## src/rtl/input_conditioner_pkg.sv

```systemverilog
// input_conditioner_pkg: shared debounce constants, FSM encodings and clog2 helper
package input_conditioner_pkg;
    localparam int DEBOUNCE_CYCLES_SYN = 500000;
    localparam int DEBOUNCE_CYCLES_SIM = 4;
    localparam logic [0:0] IDLE = 1'b0;
    localparam logic [0:0] QUAL = 1'b1;
    function automatic int clog2(input int n);
        int r = 0;
        while ((1 << r) < n) r++;
        return r;
    endfunction
endpackage

```

## src/rtl/input_conditioner_debounce_ch.sv

```systemverilog
// debounce_ch: one channel of 2-flop synchronizer, qualification FSM and edge pulses
module debounce_ch
    import input_conditioner_pkg::*;
#(
    parameter int   DEBOUNCE_CYCLES = DEBOUNCE_CYCLES_SYN,
    parameter logic RESET_VALUE     = 1'b0
) (
    input  logic clk,
    input  logic reset,
    input  logic sw_in,
    output logic sw_out,
    output logic sw_rise,
    output logic sw_fall
);
    localparam int CW = clog2(DEBOUNCE_CYCLES);
    localparam logic [CW-1:0] LAST = CW'(DEBOUNCE_CYCLES - 1);
    logic          s1_q, s2_q, out_q, rise_q, fall_q;
    logic          out_d, rise_d, fall_d, diff, done;
    logic [0:0]    state_q, state_d;
    logic [CW-1:0] cnt_q, cnt_d;
    always_comb begin
        diff    = s2_q != out_q;
        done    = state_q == QUAL && cnt_q == LAST;
        state_d = (diff && !done) ? QUAL : IDLE;
        cnt_d   = state_d == IDLE ? '0 : (state_q == IDLE ? CW'(1) : cnt_q + 1'b1);
        out_d   = (diff && done) ? s2_q : out_q;
        rise_d  = out_d & ~out_q;
        fall_d  = ~out_d & out_q;
    end
    always_ff @(posedge clk or posedge reset) begin
        if (reset) begin
            s1_q    <= RESET_VALUE;
            s2_q    <= RESET_VALUE;
            out_q   <= RESET_VALUE;
            state_q <= IDLE;
            cnt_q   <= '0;
            rise_q  <= 1'b0;
            fall_q  <= 1'b0;
        end else begin
            s1_q    <= sw_in;
            s2_q    <= s1_q;
            out_q   <= out_d;
            state_q <= state_d;
            cnt_q   <= cnt_d;
            rise_q  <= rise_d;
            fall_q  <= fall_d;
        end
    end
    assign sw_out  = out_q;
    assign sw_rise = rise_q;
    assign sw_fall = fall_q;
endmodule

```

## src/rtl/input_conditioner.sv

```systemverilog
// input_conditioner: NCH independent debounced channels with rise/fall pulses
module input_conditioner
    import input_conditioner_pkg::*;
#(
    parameter int             NCH             = 4,
    parameter int             DEBOUNCE_CYCLES = DEBOUNCE_CYCLES_SYN,
    parameter logic [NCH-1:0] RESET_VALUE     = '0
) (
    input  logic           clk,
    input  logic           reset,
    input  logic [NCH-1:0] sw_in,
    output logic [NCH-1:0] sw_out,
    output logic [NCH-1:0] sw_rise,
    output logic [NCH-1:0] sw_fall
);
    for (genvar i = 0; i < NCH; i++) begin : g_ch
        debounce_ch #(
            .DEBOUNCE_CYCLES(DEBOUNCE_CYCLES),
            .RESET_VALUE    (RESET_VALUE[i])
        ) u_ch (
            .clk    (clk),
            .reset  (reset),
            .sw_in  (sw_in[i]),
            .sw_out (sw_out[i]),
            .sw_rise(sw_rise[i]),
            .sw_fall(sw_fall[i])
        );
    end
endmodule

```

## config.mk

```make
export PLATFORM = sky130hd
export DESIGN_NAME = input_conditioner
export DESIGN_NICKNAME = d
export VERILOG_FILES = /design/src/rtl/input_conditioner_pkg.sv /design/src/rtl/input_conditioner_debounce_ch.sv /design/src/rtl/input_conditioner.sv
export SDC_FILE = /design/constraint.sdc
export NUM_CORES = 1
export LEC_CHECK = 0
export BUFFER_PORTS_ARGS = -buffer_cell sky130_fd_sc_hd__buf_4
export CELL_PAD_IN_SITES_DETAIL_PLACEMENT = 0
export CELL_PAD_IN_SITES_GLOBAL_PLACEMENT = 1
export CORE_MARGIN = 2
export CORE_UTILIZATION = 43
export CTS_CLUSTER_SIZE = 14
export DETAILED_ROUTE_END_ITERATION = 10
export PLACE_DENSITY = 0.82
export SYNTH_ARGS = -nofsm -noshare
export SYNTH_HDL_FRONTEND = slang
export SYNTH_SLANG_ARGS = --single-unit
```

## constraint.sdc

```tcl
create_clock -name clk -period 4.2 [get_ports clk]
set_input_delay 0.42 -clock clk [delete_from_list [all_inputs] [get_ports clk]]
set_output_delay 0.42 -clock clk [all_outputs]
set_load 0.01 [all_outputs]
```

; Word-level counts from Yosys, hierarchy flattened
; Cells that the tools add are included.
[op_classes]
mux = 16
bitwise_logic = 16
add_sub_neg = 4
eq_ne = 8
reduce_logical = 16
[op_table]
columns = op, n
row1 = $mux W19, 8
row2 = $add A19 B1 Y19 const B, 4
row3 = $eq A19 B19 Y1 const B, 4
row4 = $logic_and A1 B1 Y1, 12
row5 = $and A1 B1 Y1, 8
row6 = $mux W1, 8
row7 = $not A1 Y1, 8
row8 = $logic_not A1 Y1, 4
row9 = $ne A1 B1 Y1, 4
[totals]
elab_cells = 88
register_bits = 100
input_bits = 6
out_inout_bits = 12

; Depth between registers and ports, before layout
; Gate-level depths: netlist of run 1.
[depth]
ltp_word = 6
depth_mapped = 7
depth_no_buf = 5

; Modules after synthesis
; Synthesis of run 1 repeated with hierarchy kept, for this count alone.
[unflattened]
cells_unflattened = 444
area_unflattened_um2 = 4859.7
[by_module_without_submodules]
columns = module, instances, seq_area_each_um2, area_each_um2, cells_per_inst
row1 = debounce_ch, 4, 625.6, 1214.9, 111

; Worst setup path after synthesis of run 1
; Ideal clock, no wire load.
[synth_path]
path_type = register to register
startpoint = reg g_ch[0].u_ch.cnt_q[6]
endpoint = reg g_ch[0].u_ch.out_q
slack_ns = 2.172
setup_ns = 0.125
stages_incl_launch_ff = 5
t_required_ns = 4.075
arrival_ns = 1.903
path_buffers = 0
synth_period_minus_slack_ns = 2.028
cell_sequence = dfrtp_1 or4b_1 or4_4 nor2_2 mux2_2
[synth_via]
elab_chain_cells = 4
[synth_lines]
columns = element, line
row1 = start: declaration, input_conditioner_debounce_ch.sv:20  ; logic [CW-1:0] cnt_q, cnt_d;
row2 = start signal: assignment, input_conditioner_debounce_ch.sv:44  ; cnt_q <= cnt_d;
row3 = $eq A19 B19 Y1, input_conditioner_debounce_ch.sv:23  ; done = state_q == QUAL && cnt_q == LAST;
row4 = $logic_and A1 B1 Y1, input_conditioner_debounce_ch.sv:23
row5 = $logic_and A1 B1 Y1, input_conditioner_debounce_ch.sv:26  ; out_d = (diff && done) ? s2_q : out_q;
row6 = $mux W1, input_conditioner_debounce_ch.sv:26
row7 = named net g_ch[0].u_ch.out_d, input_conditioner_debounce_ch.sv:18  ; logic out_d, rise_d, fall_d, diff, done;
row8 = end signal: assignment, input_conditioner_debounce_ch.sv:42  ; out_q <= out_d;
row9 = end: declaration, input_conditioner_debounce_ch.sv:17  ; logic s1_q, s2_q, out_q, rise_q, fall_q;
; The timed path passes the listed nets, and every way through them passes these cells.

; Worst setup path in the final report of run 1
[layout_path]
startpoint = reg g_ch[3].u_ch.cnt_q[6]
endpoint = reg g_ch[3].u_ch.cnt_q[9]
[layout_via]
elab_chain_cells = 6
word_cells_on_any_way = 8
cone_classes = add/sub: 1 / eq/ne: 1 / mux: 3 / reduce/logical: 3
[layout_lines]
columns = element, line
row1 = start: declaration, input_conditioner_debounce_ch.sv:20
row2 = start signal: assignment, input_conditioner_debounce_ch.sv:44
row3 = branches (longest 5 deep; another with $add A19 B1 Y19), --
row4 = $mux W19 (*), input_conditioner_debounce_ch.sv:25  ; cnt_d = state_d == IDLE ? '0 : (state_q == IDLE ? CW'(1) : cnt_q + 1'b1);
row5 = named net g_ch[3].u_ch.cnt_d[9], input_conditioner_debounce_ch.sv:20
; Mark *: on every way through the listed nets, which the timed path passes.

==> impl_metrics.yaml, run 1 <==
clock_tree:
  clock_path_buffers: 2
  number_of_sinks_on_the_clock_net: 100
  clock_tree_from_tritoncts: "built"
  clkLatencyLatePin_ns: 0.35
  clock_tree.htree_level_count: 3
  clk_root_buffer_cell: "sky130_fd_sc_hd__clkbuf_8"
  path_clk_slew_ns: 0.10
  cts_setup_buffers: 0
  cts_resized: 0
  cts_hold_repair.buffers: 0
  cts_made_buffers: 9
run_status:
  outcome: "complete, no violations"
drt:
  drt-vias-per-instance: 5.43
  totalWireLength_mm: 8.23
  vias: 3194
  antenna_violating_nets_post_route: 0
  drt_iter0_markers: 121
  drc: 0
  route.detailed.wl_per_inst_um: 14.0
  drt_pre_antenna_iters: 4
layout:
  fin_nets: 458
  fin_cells: 588
  area_growth_syn_to_layout_pct: 8.22
  layout-drive-gt1-share: 0.104
  diodes_inserted: 0
  n_fill_cell: 949
synthesis:
  netlist_top_cells_area: "sky130_fd_sc_hd__dfrtp_1, sky130_fd_sc_hd__xor2_1, sky130_fd_sc_hd__nor2_1, sky130_fd_sc_hd__and4_1, sky130_fd_sc_hd__a21oi_1"
  syn-cell-area_mm2: 0.00466
  ys_seq_elements: 100
  synthesis.yosys.warnings: 0
  synth_top_flop_cell: "sky130_fd_sc_hd__dfrtp_1"
  avg_synthesized_cell_area_um2: 10.7
  asyncSetResetFlopFracSynth: 1.00
  postSynthCellCount: 437
  synth.yosys.seq_area_share: 0.537
  post_synth_num_cell_types: 41
  synth_largest_type_area_fraction: 0.537
  syn-num-nets: 447
  synth_top_area_cell: "sky130_fd_sc_hd__dfrtp_1"
  synth_enable_flop_cells: 0
power_and_ir_drop:
  power-per-cell-area_mw_per_mm2: 327
  netSwitchingFraction: 0.231
  seq_power_share: 0.596
  switch_pwr_uw: 382
  comb_power_share: 0.031
  internal_power_uw: 1270
  leakage_uw: 0.00204
  irDropWorstVdd_mv: 0.194
  clock_power_share: 0.373
worst_setup_path:
  crit_path_end_kind: "register"
  cp.arrival_ns: 2.45
  critical_path_required_ns: 4.41
  criticalPathCategory: "register to register"
  path_max_fanout: 17
  critical_path.startpoint_type: "register"
sta:
  worstMarginPinSlew_ns: 0.916
  grt_setup_unrepaired: "no"
  slew_headroom: 0.390
  finalCritPeriodShare: 0.535
  timing.final.hold_violations: 0
  slew_viol_final: 0
  min_period_ns: 2.25
  maximum_clock_rate_mhz: 445
  fin_tns_setup_ns: 0
  final.setup_skew_ns: 0.00904
  final_setup_violation_count: 0
  timing.hold.ws_ns: 0.168
floorplan:
  floorplan.initialDensity: 0.447
  boundaryPins: 18
  die_width_um: 108
  rows: 37
  dieArea_mm2: 0.0117
  floorplan.die.height_um: 108
  core_region_area_mm2: 0.0104
placed_design:
  routabilityCongestion: 0.767
  dp.final_hpwl_mm: 5.47
  dpl.cell_count: 573
  port_buffers: 17
grt:
  antenna_violations_before_repair: 0
  first_pass_grt_wire_length_mm: 14.6
  groute.usage.overall: 0.155
  grt_overflow_total: 0
  grt_start_max_net_pins: 78
  via_count_of_the_first_global_routing_pass: 3106
hold_path:
  hp-class: "input pin to register"
flow_run:
  maxCapViolCount: 0
[state kept, by name (all words and copies together) (netlist names)]
name and flops:
g_ch.u_ch.cnt_q 76, g_ch.u_ch.s1_q 4, g_ch.u_ch.s2_q 4, g_ch.u_ch.state_q 4, g_ch.u_ch.sw_fall 4, g_ch.u_ch.sw_out 4
g_ch.u_ch.sw_rise 4
[cell type report]
| type | count | area [um^2] | share of cell area |
|---|---|---|---|
| clock inverter | 6 | 72.6 | 0.0144 |
| sequential | 100 | 2500 | 0.497 |
| clock buffer | 9 | 124 | 0.0246 |
| timing repair buffer | 20 | 150 | 0.0298 |
| tap | 136 | 170 | 0.0338 |
| multi-input combinational | 306 | 1980 | 0.392 |
| inverter | 11 | 43.8 | 0.00869 |
[cell families after synthesis]
group	Yosys count	synth area share
AND/OR/NAND/NOR	193	0.239
XOR/XNOR	47	0.0884
multiplexers	4	0.00967
adder cells (fa/ha/maj)	4	0.0108
flip-flops	100	0.537
AO/OA/AOI/OAI	58	0.0766
buffers and inverters	31	0.0382
[path summary, 6_finish.rpt]
path,from,endpoint,slack [ns],depth (start not counted)
max,g_ch[3].u_ch.cnt_q[6],g_ch[3].u_ch.cnt_q[9],1.95,4
min,sw_in[2],g_ch[2].u_ch.s1_q,0.17,1
max reg2reg,g_ch[3].u_ch.cnt_q[6],g_ch[3].u_ch.cnt_q[9],1.95,4
min reg2reg,g_ch[1].u_ch.s1_q,g_ch[1].u_ch.s2_q,0.36,0
max in group asynchronous,reset,g_ch[0].u_ch.cnt_q[17],3.07,3
min in group asynchronous,reset,g_ch[2].u_ch.cnt_q[12],0.27,2
[critical path, cell delays in order (launching register included)]
cell and delay (ns):
sky130_fd_sc_hd__dfrtp_1 0.43, sky130_fd_sc_hd__or4_1 0.51, sky130_fd_sc_hd__or3_1 0.42, sky130_fd_sc_hd__o21ai_2 0.58
sky130_fd_sc_hd__nor2_1 0.15
[power groups by stage]
stage | Clock (uW) | Sequential [uW] | Combinational (uW)
2_1_floorplan | 0 | 999 | 38.5
3_3_place_gp | 0 | 1000 | 52.5
3_5_place_dp | 0 | 1000 | 53.5
4_1_cts | 648 | 983 | 53.9
5_1_grt | 683 | 984 | 61.2
6_report | 616 | 983 | 51.6
[layer usage]
metal / GRT usage / part of all wire
met1: 0.221 / 0.51
met2: 0.238 / 0.46
met3: 0.0350 / 0.029
met4: 0.0476 / 0.0085
met5: 0 / 0
[placed cells by master (no fill, tap or decap), drive strengths merged, types with 2 or more instances in the layout]
master and n:
mux2 4, or4 14, and3b 4, nand3 24, buf 20, clkinv 2
nand2 21, xor2 35, nand4 20, inv 14, clkbuf 9, and2 2
o21ai 16, or4b 2, nor4bb 2, nor4b 5, dfrtp 100, a21oi 25
and3 3, nor2b 4, xnor2 12, nor3b 2, nand4b 2, or3 14
ha 4, nor2 54, a211oi 4, and4 15, o31ai 12
[Yosys cell counts (all sizes together), types with 2 or more instances]
library cell and n:
a21oi 25, and3b 4, o31ai 12, and4 15, nor4bb 2, or4b 2
xor2 35, nor4b 5, nor2b 4, o21ai 16, nand3 24, or4 14
ha 4, nand4 20, nor3b 2, nor2 54, a211oi 4, nand4b 2
or3 14, inv 11, and3 3, dfrtp 100, buf 16, xnor2 12
nand2 21, mux2 4, clkbuf 4, and2 2
[per-stage QoR]
stage | utilization | cell area [um^2] | total power, uW | setup slack, ns
after global placement | 0.465 | 4840 | 1050 | 2.04
final | 0.484 | 5040 | 1650 | 1.95
after global routing | 0.484 | 5040 | 1730 | 1.78
after CTS | 0.484 | 5040 | 1680 | 1.94
after detailed placement | 0.465 | 4840 | 1050 | 1.96
after floorplan | - | 4660 | 1040 | 1.16
(Power assumes the default switching activity.)
==> inputs of run 2 (changes only) <==
ABC_AREA = 1   (was not set)
CORE_UTILIZATION = 42   (was 43)
PLACE_DENSITY = 0.86   (was 0.82)
clock period = 2 ns   (was 4.2 ns; I/O delays follow)
==> impl_metrics.yaml, run 2 <==
worst_setup_path:
  cp.arrival_ns: 1.88
  crit_path_end_kind: "register"
  critical_path_required_ns: 2.28
  critical_path.startpoint_type: "register"
  path_max_fanout: 17
  ff2ff_setup_slack_ns: 0.39
  criticalPathCategory: "register to register"
synthesis:
  post_synth_num_cell_types: 25
  asyncSetResetFlopFracSynth: 1.00
  syn-num-nets: 667
  synth_top_flop_cell: "sky130_fd_sc_hd__dfrtp_1"
  avg_synthesized_cell_area_um2: 7.95
  syn-cell-area_mm2: 0.00522
  synth_largest_type_area_fraction: 0.479
  postSynthCellCount: 657
  synthesis.yosys.warnings: 0
  synth_top_area_cell: "sky130_fd_sc_hd__dfrtp_1"
  netlist_top_cells_area: "sky130_fd_sc_hd__dfrtp_1, sky130_fd_sc_hd__nand2_1, sky130_fd_sc_hd__nor2_1, sky130_fd_sc_hd__inv_1, sky130_fd_sc_hd__xor2_1"
  synth_enable_flop_cells: 0
  synth_commonest_cells: "sky130_fd_sc_hd__nand2_1, sky130_fd_sc_hd__nor2_1, sky130_fd_sc_hd__dfrtp_1"
  synthMostInstantiatedCell: "sky130_fd_sc_hd__nand2_1"
  synth.yosys.seq_area_share: 0.479
  ys_seq_elements: 100
power_and_ir_drop:
  clock_power_share: 0.471
  netSwitchingFraction: 0.226
  power_total_uw: 4130
  comb_power_share: 0.029
  switch_pwr_uw: 935
  irDropWorstVdd_mv: 0.307
  power-per-cell-area_mw_per_mm2: 711
  leakage_uw: 0.00249
  seq_power_share: 0.500
  internal_power_uw: 3200
drt:
  drc: 0
  vias: 3931
  drt_iter0_markers: 191
  drt-vias-per-instance: 4.64
  antenna_violating_nets_post_route: 0
  totalWireLength_mm: 9.57
  drt_pre_antenna_iters: 5
  route.detailed.wl_per_inst_um: 11.3
flow_run:
  maxCapViolCount: 0
clock_tree:
  clk_root_buffer_cell: "sky130_fd_sc_hd__clkbuf_16"
  cts_hold_repair.buffers: 4
  clock_tree.htree_level_count: 3
  clkLatencyLatePin_ns: 0.36
  path_clk_slew_ns: 0.07
  cts_resized: 0
  clock_tree_from_tritoncts: "built"
  cts_made_buffers: 9
  clock_path_buffers: 2
  cts_setup_buffers: 0
  number_of_sinks_on_the_clock_net: 100
sta:
  slew_headroom: 0.654
  slew_viol_final: 0
  timing.hold.ws_ns: -0.000261
  fin_tns_setup_ns: 0
  finalCritPeriodShare: 0.803
  min_period_ns: 1.61
  worstMarginPinSlew_ns: 0.519
  final.setup_skew_ns: 0.00549
  maximum_clock_rate_mhz: 623
  timing.final.hold_violations: 1
  grt_setup_unrepaired: "no"
  final_setup_violation_count: 0
layout:
  sequential_cell_area_mm2: 0.00250
  area_growth_syn_to_layout_pct: 11.2
  core_util_final: 0.481
  n_fill_cell: 1160
  registers.top_by_ff_count: "g_ch.u_ch.cnt_q"
  layout-drive-gt1-share: 0.0987
  multi_input_area_mm2: 0.00230
  most_common_cell_after_layout_fill_and_taps_aside: "sky130_fd_sc_hd__nand2_1"
  largest_reg_flops: 76
  diodes_inserted: 0
  final_cell_area_mm2: 0.00581
  layout.cells.most_common_list: "sky130_fd_sc_hd__nand2_1, sky130_fd_sc_hd__nor2_1, sky130_fd_sc_hd__dfrtp_1"
  fin_nets: 684
  fin_cells: 847
grt:
  grt_overflow_total: 0
  antenna_violations_before_repair: 0
  groute.usage.overall: 0.159
  grt_start_max_net_pins: 101
  via_count_of_the_first_global_routing_pass: 3834
  first_pass_grt_wire_length_mm: 17.0
floorplan:
  die_width_um: 115
  dieArea_mm2: 0.0133
  boundaryPins: 18
  rows: 40
  floorplan.initialDensity: 0.433
  core_region_area_mm2: 0.0121
  floorplan.die.height_um: 115
placed_design:
  dpl.cell_count: 827
  placed_cell_area_mm2: 0.00544
  port_buffers: 17
  dp.final_hpwl_mm: 6.70
  routabilityCongestion: 0.789
hold_path:
  hp-class: "input pin to async pin"
run_status:
  violations: "negative hold slack"
  outcome: "finished with violations"
run 2: changes by cell type in the layout (fill, tap and decap cells not counted), sizes merged, moves of 14 or more:
cell	change
nand2	+139
nor2	+121
a21oi	-19
inv	+61
nand3	+19
or4	-14
and4	-15
o21ai	-14
or3	-14
run 2: layout make-up:
class | instances | share of cell area
Multi-Input combinational cell | 469 | 0.397
Clock buffer | 9 | 0.0388
Tap cell | 168 | 0.0362
Clock inverter | 7 | 0.0179
Inverter | 72 | 0.0472
Timing Repair Buffer | 22 | 0.0323
Sequential cell | 100 | 0.431
run 2: final timing paths:
path | start | endpoint | cells after the start
max | g_ch[3].u_ch.cnt_q[0] | g_ch[3].u_ch.cnt_q[3] | 6
min | reset | g_ch[0].u_ch.s1_q | 3
max reg2reg | g_ch[3].u_ch.cnt_q[0] | g_ch[3].u_ch.cnt_q[3] | 6
min reg2reg | g_ch[0].u_ch.s1_q | g_ch[0].u_ch.s2_q | 0
max in group asynchronous | reset | g_ch[2].u_ch.cnt_q[10] | 3
min in group clk | g_ch[0].u_ch.s1_q | g_ch[0].u_ch.s2_q | 0
run 2: power by group through the flow:
| stage | combinational (uW) | clock, uW | sequential [uW] |
|---|---|---|---|
| after global routing | 140 | 2080 | 2070 |
| after global placement | 116 | 0 | 2100 |
| final | 120 | 1950 | 2060 |
| after CTS | 126 | 2000 | 2060 |
| after floorplan | 91.4 | 0 | 2100 |
| after detailed placement | 120 | 0 | 2100 |
run 2: worst max-delay path: stages, from the launching register on:
cell	delay (ns)
sky130_fd_sc_hd__dfrtp_1	0.40
sky130_fd_sc_hd__ha_1	0.23
sky130_fd_sc_hd__nand3_1	0.17
sky130_fd_sc_hd__nor2_1	0.07
sky130_fd_sc_hd__nand3_1	0.15
sky130_fd_sc_hd__nand3_2	0.32
sky130_fd_sc_hd__nor2_1	0.19
run 2: stage by stage:
| step | worst slack, ns | hold WS [ns] |
|---|---|---|
| floorplan | 0.592 | 0.231 |
| global placement | 0.458 | 0.311 |
| detailed placement | 0.398 | 0.311 |
| CTS | 0.367 | 0.0220 |
| global route | 0.209 | 0.0511 |
| finish | 0.395 | -0.000261 |
run 2: metal layers:
layer,up-vias,global-route usage,routed length (um)
li1,2027,-,-
met1,1852,0.211,4680
met2,43,0.261,4470
met3,9,0.0345,231
met4,0,0.0530,191
met5,-,0,0
run 2: cell families (layout without fill, tap and decap cells):
family / Yosys count / after routing / synth area share
xor+xnor: 48 / 48 / 0.0805
flops: 100 / 100 / 0.479
compound gates: 15 / 15 / 0.0177
fa+ha+maj: 4 / 4 / 0.00959
simple gates: 402 / 402 / 0.333
buf+inv: 88 / 110 / 0.0793
